$ cat config.mk
export PLATFORM = sky130hd
export DESIGN_NAME = ysyx_25040111_mem_arbiter
export DESIGN_NICKNAME = d
export VERILOG_FILES = /design/src/rtl/ysyx_25040111_mem_arbiter.sv
export SDC_FILE = /design/constraint.sdc
export NUM_CORES = 1
export LEC_CHECK = 0
export ABC_CLOCK_PERIOD_IN_PS = 2100
export CAP_MARGIN = 25
export CELL_PAD_IN_SITES_DETAIL_PLACEMENT = 0
export CELL_PAD_IN_SITES_GLOBAL_PLACEMENT = 2
export CORE_ASPECT_RATIO = 1.5
export CORE_MARGIN = 2
export CORE_UTILIZATION = 27
export DETAILED_ROUTE_END_ITERATION = 12
export MAX_ROUTING_LAYER = met4
export PLACE_DENSITY = 0.87
export SYNTH_ARGS = -nofsm -noshare
export SYNTH_HDL_FRONTEND = slang
export SYNTH_SLANG_ARGS = --single-unit
$ cat constraint.sdc
create_clock -name clock -period 2.1 [get_ports clock]
set_input_delay 0.42 -clock clock [delete_from_list [all_inputs] [get_ports clock]]
set_output_delay 0.42 -clock clock [all_outputs]
set_load 0.1 [all_outputs]
$ cat src/rtl/ysyx_25040111_mem_arbiter.sv
`default_nettype none
// ysyx_25040111_mem_arbiter: shares one memory channel between I-cache burst refills and LSU accesses.
// Revision 1.0
module ysyx_25040111_mem_arbiter #(
  parameter int PRIO_D = 0
) (
  input  logic        clock,
  input  logic        reset,
  input  logic        i_rstart,
  input  logic [31:0] i_raddr,
  input  logic [7:0]  i_rlen,
  output logic        i_rok,
  output logic [31:0] i_rdata,
  input  logic        d_start,
  input  logic        d_wen,
  input  logic [31:0] d_addr,
  input  logic [31:0] d_wdata,
  input  logic [3:0]  d_wmask,
  output logic        d_ok,
  output logic [31:0] d_rdata,
  output logic        m_start,
  output logic        m_wen,
  output logic [31:0] m_addr,
  output logic [31:0] m_wdata,
  output logic [3:0]  m_wmask,
  output logic [7:0]  m_rlen,
  input  logic        m_ok,
  input  logic [31:0] m_rdata
);

  typedef enum logic [1:0] {
    S_IDLE   = 2'd0,
    S_I_BUSY = 2'd1,
    S_I_GAP  = 2'd2,
    S_D_BUSY = 2'd3
  } state_t;

  state_t      r_state;
  state_t      w_state_nxt;

  logic        r_i_pend;
  logic [31:0] r_i_addr_p;
  logic [7:0]  r_i_len_p;
  logic        r_d_pend;
  logic        r_d_wen_p;
  logic [31:0] r_d_addr_p;
  logic [31:0] r_d_wdata_p;
  logic [3:0]  r_d_wmask_p;

  logic [7:0]  r_cnt;
  logic [7:0]  r_burst_len;
  logic        r_last_d;

  logic        r_m_start;
  logic        r_m_wen;
  logic [31:0] r_m_addr;
  logic [31:0] r_m_wdata;
  logic [3:0]  r_m_wmask;
  logic [7:0]  r_m_rlen;

  logic        w_i_req;
  logic        w_d_req;
  logic [31:0] w_i_addr;
  logic [7:0]  w_i_len;
  logic        w_d_wen;
  logic [31:0] w_d_addr;
  logic [31:0] w_d_wdata;
  logic [3:0]  w_d_wmask;

  logic        w_grant_i;
  logic        w_issue_i;
  logic        w_issue_d;
  logic        w_beat_next;
  logic        w_burst_end;
  logic        w_d_end;

  // A latched request is older than any live pulse, so its fields take precedence.
  assign w_i_req   = i_rstart | r_i_pend;
  assign w_d_req   = d_start | r_d_pend;
  assign w_i_addr  = r_i_pend ? r_i_addr_p  : i_raddr;
  assign w_i_len   = r_i_pend ? r_i_len_p   : i_rlen;
  assign w_d_wen   = r_d_pend ? r_d_wen_p   : d_wen;
  assign w_d_addr  = r_d_pend ? r_d_addr_p  : d_addr;
  assign w_d_wdata = r_d_pend ? r_d_wdata_p : d_wdata;
  assign w_d_wmask = r_d_pend ? r_d_wmask_p : d_wmask;

  always_ff @(posedge clock) begin
    if (reset) begin
      r_state <= S_IDLE;
    end else begin
      r_state <= w_state_nxt;
    end
  end

  always_comb begin
    w_state_nxt = r_state;
    w_grant_i   = 1'b0;
    w_issue_i   = 1'b0;
    w_issue_d   = 1'b0;
    w_beat_next = 1'b0;
    w_burst_end = 1'b0;
    w_d_end     = 1'b0;
    case (r_state)
      S_IDLE: begin
        if (w_d_req && (!w_i_req || (PRIO_D != 0) || !r_last_d)) begin
          w_issue_d   = 1'b1;
          w_state_nxt = S_D_BUSY;
        end else if (w_i_req) begin
          w_grant_i   = 1'b1;
          w_issue_i   = 1'b1;
          w_state_nxt = S_I_BUSY;
        end
      end
      S_I_BUSY: begin
        if (m_ok) begin
          if (r_cnt == r_burst_len) begin
            w_burst_end = 1'b1;
            w_state_nxt = S_IDLE;
          end else begin
            w_beat_next = 1'b1;
            w_state_nxt = S_I_GAP;
          end
        end
      end
      S_I_GAP: begin
        // The burst keeps the channel; LSU requests here only become pending.
        if (w_i_req) begin
          w_issue_i   = 1'b1;
          w_state_nxt = S_I_BUSY;
        end
      end
      S_D_BUSY: begin
        if (m_ok) begin
          w_d_end     = 1'b1;
          w_state_nxt = S_IDLE;
        end
      end
      default: w_state_nxt = S_IDLE;
    endcase
  end

  always_ff @(posedge clock) begin
    if (reset) begin
      r_i_pend    <= 1'b0;
      r_i_addr_p  <= 32'd0;
      r_i_len_p   <= 8'd0;
      r_d_pend    <= 1'b0;
      r_d_wen_p   <= 1'b0;
      r_d_addr_p  <= 32'd0;
      r_d_wdata_p <= 32'd0;
      r_d_wmask_p <= 4'd0;
    end else begin
      if (w_issue_i) begin
        r_i_pend <= 1'b0;
      end else if (i_rstart && !r_i_pend) begin
        r_i_pend   <= 1'b1;
        r_i_addr_p <= i_raddr;
        r_i_len_p  <= i_rlen;
      end
      if (w_issue_d) begin
        r_d_pend <= 1'b0;
      end else if (d_start && !r_d_pend) begin
        r_d_pend    <= 1'b1;
        r_d_wen_p   <= d_wen;
        r_d_addr_p  <= d_addr;
        r_d_wdata_p <= d_wdata;
        r_d_wmask_p <= d_wmask;
      end
    end
  end

  always_ff @(posedge clock) begin
    if (reset) begin
      r_cnt       <= 8'd0;
      r_burst_len <= 8'd0;
      r_last_d    <= 1'b0;
    end else begin
      if (w_grant_i) begin
        r_cnt       <= 8'd0;
        r_burst_len <= w_i_len;
      end else if (w_beat_next) begin
        r_cnt <= r_cnt + 8'd1;
      end
      if (w_burst_end) begin
        r_last_d <= 1'b0;
      end else if (w_d_end) begin
        r_last_d <= 1'b1;
      end
    end
  end

  always_ff @(posedge clock) begin
    if (reset) begin
      r_m_start <= 1'b0;
      r_m_wen   <= 1'b0;
      r_m_addr  <= 32'd0;
      r_m_wdata <= 32'd0;
      r_m_wmask <= 4'd0;
      r_m_rlen  <= 8'd0;
    end else begin
      r_m_start <= w_issue_i | w_issue_d;
      if (w_issue_i) begin
        r_m_wen   <= 1'b0;
        r_m_addr  <= w_i_addr;
        r_m_wdata <= 32'd0;
        r_m_wmask <= 4'd0;
        r_m_rlen  <= w_grant_i ? w_i_len : r_burst_len;
      end else if (w_issue_d) begin
        r_m_wen   <= w_d_wen;
        r_m_addr  <= w_d_addr;
        r_m_wdata <= w_d_wdata;
        r_m_wmask <= w_d_wmask;
        r_m_rlen  <= 8'd0;
      end
    end
  end

  assign m_start = r_m_start;
  assign m_wen   = r_m_wen;
  assign m_addr  = r_m_addr;
  assign m_wdata = r_m_wdata;
  assign m_wmask = r_m_wmask;
  assign m_rlen  = r_m_rlen;

  // Responses go only to the current owner; m_ok in any other state is dropped.
  assign i_rok   = (r_state == S_I_BUSY) & m_ok;
  assign d_ok    = (r_state == S_D_BUSY) & m_ok;
  assign i_rdata = m_rdata;
  assign d_rdata = m_rdata;

endmodule
`default_nettype wire

---- Word-level counts from Yosys, hierarchy flattened ----
Index checks and enable logic that the tools add are counted.
word-level totals
  input bits .............................. 146
  word-level logic and storage cells ...... 80
  memories ................................ 0
  flip-flop bits (word level) ............. 208
  memory bits (read-only) ................. 0
  latch bits .............................. 0
  bits in writable memories ............... 0
cells by class
  reductions and logical operators ........ 17
  divide/modulo/power cells ............... 0
  shift operators ......................... 0
  multipliers ............................. 0
  equality and inequality tests ........... 6
  bitwise operators ....................... 7
  $lt $le $gt $ge ......................... 0
  muxes and demuxes ....................... 31
  add/subtract/negate cells ............... 1
operators with widths
  cell                   number
  $mux W32               5
  $mux W8                4
  $mux W1                14
  $mux W2                5
  $add A8 B1 Y8 const B  1
  $eq A8 B8 Y1           1
  $pmux W2 S4            1
  $reduce_or A2 Y1       4
  $reduce_and A2 Y1      3
  $eq A2 B2 Y1 const B   2
  $logic_not A1 Y1       4
  $mux W4                1
  $ne A2 B2 Y1 const B   2
  $logic_and A1 B1 Y1    3
  $or A1 B1 Y1           3
  $and A1 B1 Y1          2
  $eq A2 B1 Y1 const B   1
  $logic_not A2 Y1       1
  $not A1 Y1             2
  $pmux W1 S2            1
  $reduce_bool A2 Y1     1
  $logic_or A1 B1 Y1     1

---- Depth between registers and ports, before layout ----
  depth in word-level cells ............... 8
  mapped depth ............................ 8
  mapped depth without buffers ............ 5

---- Worst setup path before layout ----
No wires, ideal clock.
  path type ............................... reg-to-reg
  start point ............................. register r_state[1]
  end point ............................... register r_cnt[0]
  slack ................................... -149 ps
  cell stages (with the launch flop) ...... 6
  path buffers ............................ 2
  data arrival time ....................... 2,177 ps
  cells stage by stage .................... dfxtp_1 > buf_4 > and3b_1 > clkbuf_1 > a21boi_2 > mux2i_1
on the way
  cells in the longest elaborated chain, start to end .. 3
  elaborated cells on any way between the ends .. 5
  those cells by class .................... eq/ne (1); mux (2); reduce/logical (2)
RTL lines
  item                        RTL line  text
  start: declaration          38        state_t r_state;
  start signal: assignment    91        r_state <= w_state_nxt;
  $logic_not A2 Y1            103       case (r_state)
  $mux W1                     103
  $reduce_or A2 Y1 (no line)  -
  end signal: assignment      182       r_cnt <= r_cnt + 8'd1;
  end: declaration            50        logic [7:0] r_cnt;
Several ways; a longest one is shown, not always the timed one.
A chain may end at the register's enable or synchronous reset.

---- Final worst setup path ----
  start point ............................. register r_state[1]
  end point ............................... output port d_ok
on the way
  cells in the longest elaborated chain, start to end .. 2
RTL lines
  item              RTL line  text
  $eq A2 B2 Y1      227       assign d_ok = (r_state == S_D_BUSY) & m_ok;
  $and A1 B1 Y1     227
  end: declaration  19        output logic d_ok,
No other way between the ends.

==> results by group <==
Logic synthesis
  • Seq cells post-synth: 208
  • Synth warn: 0
  • Cell taking the most area after synthesis: dfxtp_1
  • Async set or reset register ratio after synthesis: 0%
  • Mapped cell area: 0.009378 mm²
  • Post-synth EDFFs: 0
  • Synth Flop Type: dfxtp_1
  • Syn Inst Count: 1046
  • Distinct cells, synth: 43
  • Syn Nets: 1193
  • Syn avg cell area: approximately 9 µm²
  • Largest cells by area after synthesis: dfxtp_1, mux2_2, a21oi_1
  • Yosys top cell area share: between 40% and 50%
  • Seq/Total Area, Yosys: 44.40%

Power
  • Register share of total power: 36.2%
  • Peak VDD IR: 0.6409 mV
  • Clock Power Share: between 30% and 40%
  • Pint: ~8.1 mW
  • Combinational power share: 28.8%
  • P_leak: 4.568 nW
  • Sw Ratio: 34.70%
  • Pwr Density: around 1000 mW/mm²
  • Switch Pwr: approximately 4.3 mW

Timing
  • Highest clock rate: 0.4935 GHz
  • Relative slew slack: 59.10%
  • Total setup violations reported at the end of the flow: 0
  • Unrepaired setup endpoints after global routing: false
  • Tcrit/Tclk final: 96.49%
  • Tmin final: 2.026 ns
  • Min Hold Slack: between 0.2 and 0.25 ns
  • Least-Margin Pin Slew: between 0.6 and 0.7 ns
  • Fin. max-slew vios: 0
  • Max Clock Skew: between 0.01 and 0.015 ns
  • Final hold vios: 0

Floorplanning
  • Initial core utilization: 27.36%
  • Die width: 156.2 µm
  • Number of I/O pins: 290
  • Die ar.: about 0.036 mm²
  • Die Span Y: 232.3 µm
  • Core box area: 0.03427 mm²
  • Row count: slightly above 80

Detailed routing
  • Vias per std cell: 4.911
  • Residual DRC count: 0
  • First-pass DRT Iterations: 5
  • Final ANT Viol Nets: 0
  • Final WL: ~28 mm
  • Total number of vias: 7872
  • Routed length per instance: 17.75 µm
  • DRT iter0 DRCs: 614

Worst setup path
  • Worst path required time: roughly 1.7 ns
  • Worst-path cell chain: and3_1 > buf_12
  • Startpoint Class: register
  • Slowest library cell on the worst path: dfxtp_1
  • Bufs and invs on worst path: 1
  • Worst path top cell family by delay: flip-flops
  • Type of destination of the critical path: output port
  • CP Data Arrival Time: around 1.6 ns
  • Max incr delay on CP: 0.58 ns
  • Worst-path maximum fanout: 9
  • Flop-to-flop setup slack: 0.34 ns
  • Setup Crit Path Kind: reg2out

Clock network
  • Post-CTS setup buffer count: 0
  • Num CTS Buffers: 23
  • Max H-tree Level: 1
  • PostCTS Resize Cnt: 0
  • TritonCTS Sinks: 208
  • Clock Tree Root: clkbuf_16
  • Clock latency at the later pin of the worst-skew pair: 0.53 ns
  • CTS tree: built
  • Deepest clock path buffer count: 3
  • CTS Hold Bufs: 0
  • Clock Pin Slew Worst Setup and Hold Paths: 0.06 ns

Place
  • HPWL after detailed placement: 19.01 mm
  • Post-DP Area: between 0.01 and 0.015 mm²
  • Routability Congestion: 0.8113
  • Port bufs: about 190

Run
  • Max-cap viol count: 0

Layout
  • Filler cell count: 3497
  • Layout cell share with drive strength beyond 1: 21.65%
  • Area of the multi-input gates: 0.004363 mm²
  • Post-layout net count: between 1000 and 1500
  • Post-layout util: 35.57%
  • FF+latch area: 0.004169 mm²
  • Area growth, synth to finish: 29.99%
  • Non-Filler Cell Area, Final: 0.01219 mm²
  • Antenna Cells: 0

Outcome
  • Outcome: completed

Global routing
  • Global-route wire length before repair: approximately 43 mm
  • Pin count of the biggest net entering global routing: 105
  • Total gr overflow: 0
  • Initial antenna violation count: 0
  • Gr usage total: 15.69%
  • Vias in the first global route: 7677

Worst hold path
  • Hold Path Class: in2reg
-- layout by cell type (no fill, tap or decap), drive strengths merged, types with 3 or more instances in the layout --
master / Yosys / layout
dfxtp: 208 / 208
nand2: 149 / 149
buf: 105 / 131
a21oi: 116 / 116
clkdlybuf4s50: 0 / 112
nor2: 82 / 82
mux2: 72 / 72
mux2i: 53 / 53
nand3: 43 / 43
o21ai: 40 / 40
a211oi: 39 / 39
a222oi: 32 / 32
clkbuf: 47 / 32
nand2b: 8 / 8
xor2: 8 / 8
o2bb2ai: 8 / 8
clkinv: 0 / 4
bufinv: 0 / 4
inv: 3 / 4
nor4: 4 / 4
and4: 3 / 3
nor3: 3 / 3
-- sequential cells by signal, indices dropped and copies added, names as in the netlist, 2 cells and up --
register / count
r_d_wmask_p: 4
m_wdata: 32
r_d_wdata_p: 32
r_state: 2
r_cnt: 8
r_burst_len: 8
r_i_len_p: 8
m_addr: 32
m_rlen: 8
r_d_addr_p: 32
m_wmask: 4
r_i_addr_p: 32
-- cell usage after synthesis (all sizes together), types with 2 or more instances --
| master | n |
|---|---|
| mux2i | 53 |
| inv | 3 |
| nor2b | 2 |
| buf | 105 |
| nor3 | 3 |
| and3 | 2 |
| a222oi | 32 |
| o2bb2ai | 8 |
| dfxtp | 208 |
| xor2 | 8 |
| mux2 | 72 |
| nor4 | 4 |
| clkbuf | 47 |
| and4 | 3 |
| o21ai | 40 |
| o21ba | 2 |
| a211oi | 39 |
| o21a | 2 |
| nand3 | 43 |
| nor2 | 82 |
| nand4 | 2 |
| nand2b | 8 |
| a21oi | 116 |
| a21o | 2 |
| nand2 | 149 |
-- power by group through the flow --
| stage | clock [mW] | sequential (mW) | combinational [mW] |
|---|---|---|---|
| after floorplan | 0 | 5.73 | 1.86 |
| after global placement | 0 | 4.57 | 3.60 |
| after detailed placement | 0 | 4.58 | 3.62 |
| after CTS | 4.49 | 4.49 | 3.63 |
| after global routing | 4.59 | 4.53 | 3.81 |
| final | 4.34 | 4.49 | 3.58 |
-- path summary, 6_finish.rpt --
path | from | endpoint | depth (start not counted)
hold reg to reg | r_d_addr_p[11] | r_d_addr_p[11] | 2
hold / removal | reset | r_i_pend | 3
setup reg to reg | r_state[1] | m_addr[15] | 5
setup / recovery | r_state[1] | d_ok | 2
-- layout make-up --
class                   count  area share (%)
multi-input cells         683           35.79
clock inverters             9           1.221
well taps                 425           4.362
inverters                   3         0.09237
clock buffers              32           5.327
flip-flops and latches    208           34.20
repair buffers            243           19.01
-- layer usage --
layer / track usage (%) / part of all wire, %
met5: - / 0
met2: 27.30 / 51
met3: 2.669 / 5.8
met4: 7.683 / 4.2
met1: 17.29 / 39
-- per-stage QoR --
step / std cells / setup WS, ns / power (mW) / setup TNS, ns
3_5_place_dp: 1562 / -0.1376 / 8.196 / -4.047
4_1_cts: 1603 / 0.03983 / 12.61 / 0
3_3_place_gp: 1562 / -0.08115 / 8.164 / -1.990
5_1_grt: 1603 / 0.02582 / 12.93 / 0
2_1_floorplan: 1046 / 0.2271 / 7.590 / 0
6_report: 1603 / 0.07375 / 12.42 / 0
-- worst reg2reg max path, delay by kind of cell (launching register included) --
family,cells,cell delay [ns]
compound gates,3,0.70
flops,1,0.58
buf+inv,1,0.31
simple gates,1,0.10
-- kinds of logic after synthesis --
| family | after synthesis | synth area share [%] |
|---|---|---|
| buffers and inverters | 155 | 9.473 |
| flip-flops | 208 | 44.40 |
| AND/OR/NAND/NOR | 301 | 13.85 |
| XOR/XNOR | 8 | 0.7472 |
| adder cells (fa/ha/maj) | 1 | 0.1334 |
| multiplexers | 125 | 14.30 |
| AO/OA/AOI/OAI | 248 | 17.09 |
No activity file was read; power rests on OpenSTA's default activity.
